`config.mk`:
```
export PLATFORM = sky130hd
export DESIGN_NAME = uart_pkt_tx
export DESIGN_NICKNAME = d
export VERILOG_FILES = /design/src/rtl/uart_pkt_tx.sv
export SDC_FILE = /design/constraint.sdc
export NUM_CORES = 1
export LEC_CHECK = 0
export CORE_AREA = 10 10 84 86
export DETAILED_ROUTE_END_ITERATION = 8
export DIE_AREA = 0 0 94 96
export MAX_ROUTING_LAYER = met4
export PLACE_DENSITY = 0.63
export SKIP_CTS_REPAIR_TIMING = 1
export SLEW_MARGIN = 20
export SYNTH_ARGS = -nofsm -noshare
export SYNTH_HDL_FRONTEND = slang
export SYNTH_SLANG_ARGS = --single-unit
```
`constraint.sdc`:
```
create_clock -name clk -period 1.9 [get_ports clk]
set_input_delay 0.475 -clock clk [delete_from_list [all_inputs] [get_ports clk]]
set_output_delay 0.475 -clock clk [all_outputs]
set_load 0.01 [all_outputs]
```
`src/rtl/uart_pkt_tx.sv`:
```
// ============================================================================
// Module   : uart_pkt_tx
// Purpose  : Packet-level UART transmitter. Accepts one W_OUT-bit packet on a
//            valid/ready handshake and sends it as NUM_WORDS back-to-back UART
//            frames (start, data LSB first, optional parity, stop), word 0
//            first.
// Options  : UART_PARITY_EN - when defined, an even-parity bit is inserted
//            between the data bits and the stop bit of every frame.
// Revision : 1.0 - initial release
// ============================================================================
`default_nettype none

module uart_pkt_tx #(
  parameter int CLOCKS_PER_PULSE = 5208,
  parameter int BITS_PER_WORD    = 8,
  parameter int W_OUT            = 16
) (
  input  logic                                                   clk,
  input  logic                                                   rstn,
  input  logic                                                   s_valid,
  input  logic [W_OUT/BITS_PER_WORD-1:0][BITS_PER_WORD-1:0]      s_data,
  output logic                                                   s_ready,
  output logic                                                   tx,
  output logic                                                   busy
);

  localparam int NUM_WORDS = W_OUT / BITS_PER_WORD;
  localparam int CNT_W     = $clog2(CLOCKS_PER_PULSE);
  localparam int BIT_W     = (BITS_PER_WORD > 1) ? $clog2(BITS_PER_WORD) : 1;
  localparam int WORD_W    = (NUM_WORDS > 1) ? $clog2(NUM_WORDS) : 1;

  localparam logic [CNT_W-1:0]  CNT_LAST  = CNT_W'(CLOCKS_PER_PULSE - 1);
  localparam logic [BIT_W-1:0]  BIT_LAST  = BIT_W'(BITS_PER_WORD - 1);
  localparam logic [WORD_W-1:0] WORD_LAST = WORD_W'(NUM_WORDS - 1);

  typedef enum logic [2:0] {
    ST_IDLE   = 3'd0,
    ST_START  = 3'd1,
    ST_DATA   = 3'd2,
`ifdef UART_PARITY_EN
    ST_PARITY = 3'd3,
`endif
    ST_STOP   = 3'd4
  } state_t;

  state_t              state_q;
  logic [CNT_W-1:0]    cnt_q;
  logic [BIT_W-1:0]    bit_q;
  logic [WORD_W-1:0]   word_q;
  logic [W_OUT-1:0]    pkt_q;
  logic                tx_q;
  logic                ready_q;
  logic                busy_q;

  // The word being sent always sits in the low bits of the packet register;
  // it is shifted down by one word at each stop-to-start transition.
  logic [BITS_PER_WORD-1:0] cur_word;
  logic [BIT_W-1:0]         bit_d;
  logic [CNT_W-1:0]         cnt_d;

  assign cur_word = pkt_q[BITS_PER_WORD-1:0];
  assign bit_d    = bit_q + 1'b1;
  assign cnt_d    = cnt_q + 1'b1;

  // Framing FSM: bit-time counter, bit/word indices and registered outputs.
  always_ff @(posedge clk) begin
    if (!rstn) begin
      state_q <= ST_IDLE;
      cnt_q   <= '0;
      bit_q   <= '0;
      word_q  <= '0;
      pkt_q   <= '0;
      tx_q    <= 1'b1;
      ready_q <= 1'b1;
      busy_q  <= 1'b0;
    end else begin
      case (state_q)
        ST_IDLE: begin
          // ready_q is high throughout IDLE, so s_valid alone completes the handshake.
          if (s_valid) begin
            pkt_q   <= s_data;
            word_q  <= '0;
            bit_q   <= '0;
            cnt_q   <= '0;
            state_q <= ST_START;
            tx_q    <= 1'b0;
            ready_q <= 1'b0;
            busy_q  <= 1'b1;
          end
        end
        default: begin
          if (cnt_q != CNT_LAST) begin
            cnt_q <= cnt_d;
          end else begin
            cnt_q <= '0;
            case (state_q)
              ST_START: begin
                state_q <= ST_DATA;
                bit_q   <= '0;
                tx_q    <= cur_word[0];
              end
              ST_DATA: begin
                if (bit_q != BIT_LAST) begin
                  bit_q <= bit_d;
                  tx_q  <= cur_word[bit_d];
                end else begin
                  bit_q <= '0;
`ifdef UART_PARITY_EN
                  state_q <= ST_PARITY;
                  tx_q    <= ^cur_word;
`else
                  state_q <= ST_STOP;
                  tx_q    <= 1'b1;
`endif
                end
              end
`ifdef UART_PARITY_EN
              ST_PARITY: begin
                state_q <= ST_STOP;
                tx_q    <= 1'b1;
              end
`endif
              ST_STOP: begin
                if (word_q != WORD_LAST) begin
                  // Next frame starts immediately, no idle gap between words.
                  word_q  <= word_q + 1'b1;
                  pkt_q   <= pkt_q >> BITS_PER_WORD;
                  state_q <= ST_START;
                  tx_q    <= 1'b0;
                end else begin
                  state_q <= ST_IDLE;
                  tx_q    <= 1'b1;
                  ready_q <= 1'b1;
                  busy_q  <= 1'b0;
                end
              end
              default: begin
                state_q <= ST_IDLE;
                tx_q    <= 1'b1;
                ready_q <= 1'b1;
                busy_q  <= 1'b0;
              end
            endcase
          end
        end
      endcase
    end
  end

  assign s_ready = ready_q;
  assign tx      = tx_q;
  assign busy    = busy_q;

endmodule

`default_nettype wire

```
==> Word level (Yosys, flattened, before mapping) <==
Index checks and enable logic that the tools add are counted.
{ "classes": {"n_addsub": 3, "n_eq_ne": 11, "shifts": 0, "n_reduce_logical": 10, "bitwise_logic": 0, "div_mod_pow": 0, "n_mux": 40, "n_lt_le_gt_ge": 1, "multipliers": 0} }
{ "op_table": {"columns": ["op", "n"], "rows": [
  ["two-way mux 16 bit", 5],
  ["two-way mux 13 bit", 3],
  ["two-way mux 3 bit", 8],
  ["two-way mux 1 bit", 18],
  ["adder 13 x 1 -> 13 bit, second input constant", 1],
  ["inequality test 13 bit, second input constant", 1],
  ["case mux 3 bit (3 select lines)", 1],
  ["AND reduction 3 bit", 3],
  ["AND reduction 4 bit", 2],
  ["inequality test 2 x 1 -> 1 bit, second input constant", 3],
  ["inequality test 3 bit, second input constant", 2],
  ["case mux 3 bit (2 select lines)", 1],
  ["< comparator 3 x 4 -> 1 bit, second input constant", 1],
  ["case mux 1 bit (2 select lines)", 2],
  ["adder 3 x 1 -> 3 bit, second input constant", 1],
  ["binary-select mux 1 bit (select 3 bit)", 1],
  ["== test 3 x 1 -> 1 bit, second input constant", 1],
  ["== test 3 x 2 -> 1 bit, second input constant", 1],
  ["== test 3 bit, second input constant", 1],
  ["logical NOT 3 bit", 1],
  ["inequality test 3 x 2 -> 1 bit, second input constant", 1],
  ["case mux 1 bit (3 select lines)", 1],
  ["nonzero test 3 bit", 1],
  ["inequality test 2 bit, second input constant", 1],
  ["4 further kinds", 4]
]} }
{ "totals": {"elab_cells": 73, "rom_bits": 0, "memories": 0, "ram_bits": 0, "latchBits": 0, "register_bits": 39} }

==> Logic depth before layout (Yosys ltp) <==
{ "logic_depth": {"depth_word": 7, "depth_mapped": 8, "depth_no_buf": 6} }

==> Worst setup path after synthesis <==
OpenSTA, ideal clock, no wires.
{ "synth_timing": {"path_kind": "register to register", "from": "reg cnt_q[3]", "to": "reg bit_q[0]", "required_time_ns": 1.830, "arrival_ns": 1.823, "path_buffers": 0, "setup_slack_ns": 0.007, "setup_time_ns": 0.070, "period_less_slack_ns": 1.893, "path_stages_with_launch": 6, "path_cell_list": "dfxtp_1 or4_4 nor3_4 a31oi_2 or4b_1 a21boi_1"} }
{ "synth_via": {"elab_chain_len": 3} }
{ "synth_rtl": {"columns": ["element", "line", "rtl"], "rows": [
  ["start: declaration", "47", "logic [CNT_W-1:0] cnt_q;"],
  ["start signal: assignment", "93", "cnt_q <= cnt_d;"],
  ["inequality test 13 bit", "92", "if (cnt_q != CNT_LAST) begin"],
  ["inequality test 2 x 1 -> 1 bit (no line)", null, null],
  ["AND reduction 3 bit (no line)", null, null],
  ["end signal: assignment", "104", "bit_q <= bit_d;"],
  ["end: declaration", "48", "logic [BIT_W-1:0] bit_q;"]
]} }
Every way passes these cells.
A chain may end at the register's enable or synchronous reset.

==> Worst setup path after layout <==
{ "layout_timing": {"from": "reg cnt_q[5]", "to": "reg bit_q[0]"} }
The elaborated chain is that of the path after synthesis.

==> metrics.yaml <==
grt:
  grt_use_total_pct: 11.4
  grt_pass1_wl_um: 8220
  grt_max_degree: 25
  grt_overflow: 0
  grt_pass1_vias: 1730
  antenna_found_initial: 0
placement:
  dp_hpwl_um: 3530
  placed_cell_area_um2: 2460
  port_buffers: 21
  gp_congestion: 0.811
drt:
  first_pass_iters: 4
  viasPerCell: 5.13
  avgRoutedWirePerCell_um: 13.7
  post-route-drc-count: 0
  drtIter0Drc: 102
  wl_um: 4910
  ant_nets: 0
  vias: 1840
clock_tree:
  cts.htree.levels: 2
  numCtsBuffers: 5
  clk_path_buf_depth: 2
  cts-root-buf: "clkbuf_8"
  clkTransAtPathRegs_ns: 0.08
  cts.sinks: 39
  clk_latency_ns: 0.29
  cts_tree: "built"
status:
  violations: "setup timing"
  status: "finished, violations left"
worst_setup_path:
  path_cells: "or4_4 -> nor3_4 -> a31oi_2 -> or4b_1 -> a21boi_1"
  crit_type: "register to register"
  rr_endpoint: "bit_q[0]"
  crit_path_end_kind: "register"
  reg2reg_depth: 5
  cpPeakStageDelay_ns: 0.55
  required_ns: 2.12
  crit_path_top_delay_cell: "or4_4"
  reg2reg_from: "cnt_q[5]"
  startpoint_type: "register"
  cp.arrival_ns: 2.21
  cp_max_fo: 3
  ff2ff_setup_slack_ns: -0.09
synth:
  yosys-top-cells-area: "dfxtp_1, nand2_1, nand3_1"
  ys_seq_area_share_pct: 39.7
  synth_area_per_cell_um2: 8.23
  synthSimpleGateAreaFrac_pct: 27.7
  synthTopCellsByCount: "nand2_1, dfxtp_1, nand3_1"
  syn-num-nets: 261
  synth_top_cell_by_area: "dfxtp_1"
  synth_top_area_share_pct: 39.7
  synth_top_family_by_area: "simple AND/OR/NAND/NOR gates"
  synth-xor-area-share_pct: 1.34
  syn_area_um2: 1970
  synth_most_common_cell: "nand2_1"
  synth-edff-count: 0
  ys.flop_type: "dfxtp_1"
  synth_cell_type_count: 42
  async_flop_share_pct: 0
  yosysWarnings: 0
  synth_compound_area_share_pct: 22.2
  synthAdderAreaFrac_pct: 1.91
  ys_seq_elements: 39
  synth_cells: 239
  synth_mux_area_share_pct: 3.18
sta:
  period_share_pct: 105
  max_freq_mhz: 503
  final_max_slew_viol_count: 0
  setup_viol: 18
  grt_setup_unrepaired: "yes"
  slew_headroom_pct: 69.1
  worst_slew_pin_slew_ns: 0.460
  timing.final.ws_setup_ns: -0.0885
  min_period_ns: 1.99
  fin_skew_ns: 0.0103
  finalHoldViolations: 0
pwr:
  cellLeakagePower_nw: 1.08
  power_mw: 1.96
  worst_ir_drop_vdd_mv: 0.398
  powerDensity_nw_per_um2: 740
cells_and_area:
  utilization_pct: 49.1
  final_nets: 308
  insertedDiodeCount: 0
  drive_gt1_share_pct: 18.8
  syn_to_final_growth_pct: 34.8
  fin_area_um2: 2650
floorplan:
  die_y_um: 96
  start_util_pct: 36.4
  core-area_um2: 5410
  die_area_um2: 9020
  floorplan.rows: 27
  die_w_um: 94
  io_pins: 22
flow_run:
  drv_cap: 0
hold_path:
  whs_endpoint: "pkt_q[8]"
  worstHoldStart: "pkt_q[8]"
  hold_class: "register to register"
  hold_depth: 2
==> cells by family (layout without fill, tap and decap cells) <==
group,Yosys count,after routing
fa+ha+maj,3,3
mux,5,5
flops,39,39
compound gates,64,64
xor+xnor,3,3
buf+inv,19,67
simple gates,106,106
==> cell usage in the layout, fill, tap and decap left out, drive strengths merged, types with 2 or more instances in the layout <==
master / netlist / layout
nand3: 23 / 23
a21oi: 10 / 10
nand4: 2 / 2
xor2: 3 / 3
nor2: 10 / 10
nor2b: 4 / 4
nor3: 7 / 7
a21o: 2 / 2
o21ai: 16 / 16
ha: 3 / 3
nand3b: 3 / 3
mux2i: 4 / 4
or3: 2 / 2
clkdlybuf4s50: 0 / 21
buf: 6 / 35
and2: 6 / 6
dfxtp: 39 / 39
nand2: 40 / 40
nand2b: 3 / 3
a21boi: 12 / 12
clkbuf: 11 / 6
a31oi: 6 / 6
inv: 2 / 2
a211oi: 3 / 3
bufinv: 0 / 2
o211a: 8 / 8
==> stage by stage <==
stage / cells / TNS [ns] / hold slack, ns / setup WS [ns]
5_1_grt: 359 / -2.10 / 0.481 / -0.171
3_5_place_dp: 348 / -0.0421 / 0.458 / -0.0421
4_1_cts: 356 / -0.113 / 0.470 / -0.0952
6_report: 359 / -0.381 / 0.454 / -0.0885
3_3_place_gp: 348 / -0.00717 / 0.449 / -0.00717
2_1_floorplan: 239 / 0 / 0.441 / 0.00693
==> state kept, by name, summed over array words and instances (netlist names) <==
register  flops
word_q        1
cnt_q        13
pkt_q        16
state_q       3
tx            1
bit_q         3
s_ready       1
busy          1
==> power by group <==
group / switching [mW] / internal (mW)
clock network: 0.302 / 0.524
registers: 0.0255 / 0.852
logic: 0.120 / 0.140
==> area by class of cell <==
| cell class | instances | area, um2 |
|---|---|---|
| fillers | 526 | 2750 |
| multi-input cells | 181 | 1130 |
| clock buffers | 5 | 68.8 |
| inverters | 2 | 7.51 |
| clock inverters | 3 | 67.6 |
| repair buffers | 57 | 510 |
| well taps | 72 | 90.1 |
| flip-flops and latches | 39 | 782 |
==> worst max-delay path, delay by kind of cell (launching register included) <==
kind	cells	cell delay [ns]
compound gates	2	0.28
simple gates	3	1.33
flops	1	0.32
==> worst max path at each step <==
| stage | startpoint | endpoint | slack (ns) | cells after the start |
|---|---|---|---|---|
| final | cnt_q[5] | bit_q[0] | -0.09 | 5 |
| after global placement | cnt_q[12] | bit_q[0] | -0.007 | 5 |
| after CTS | cnt_q[12] | bit_q[0] | -0.1 | 5 |
| after global routing | cnt_q[5] | bit_q[0] | -0.17 | 5 |
| after floorplan | cnt_q[3] | bit_q[0] | 0.007 | 5 |
| after detailed placement | cnt_q[12] | bit_q[0] | -0.04 | 5 |
==> per-layer routing <==
layer  share of wire [%]  wire (um)  GRT usage, %  up-vias
met1                  52       2530          15.6      855
met5                   0          0             -        -
met4                0.22         11          2.66        0
met3                 3.5        170          2.72        2
li1                    -          -             -      943
met2                  45       2190          16.6       40
Note: power is estimated with default switching activity, not from simulation.
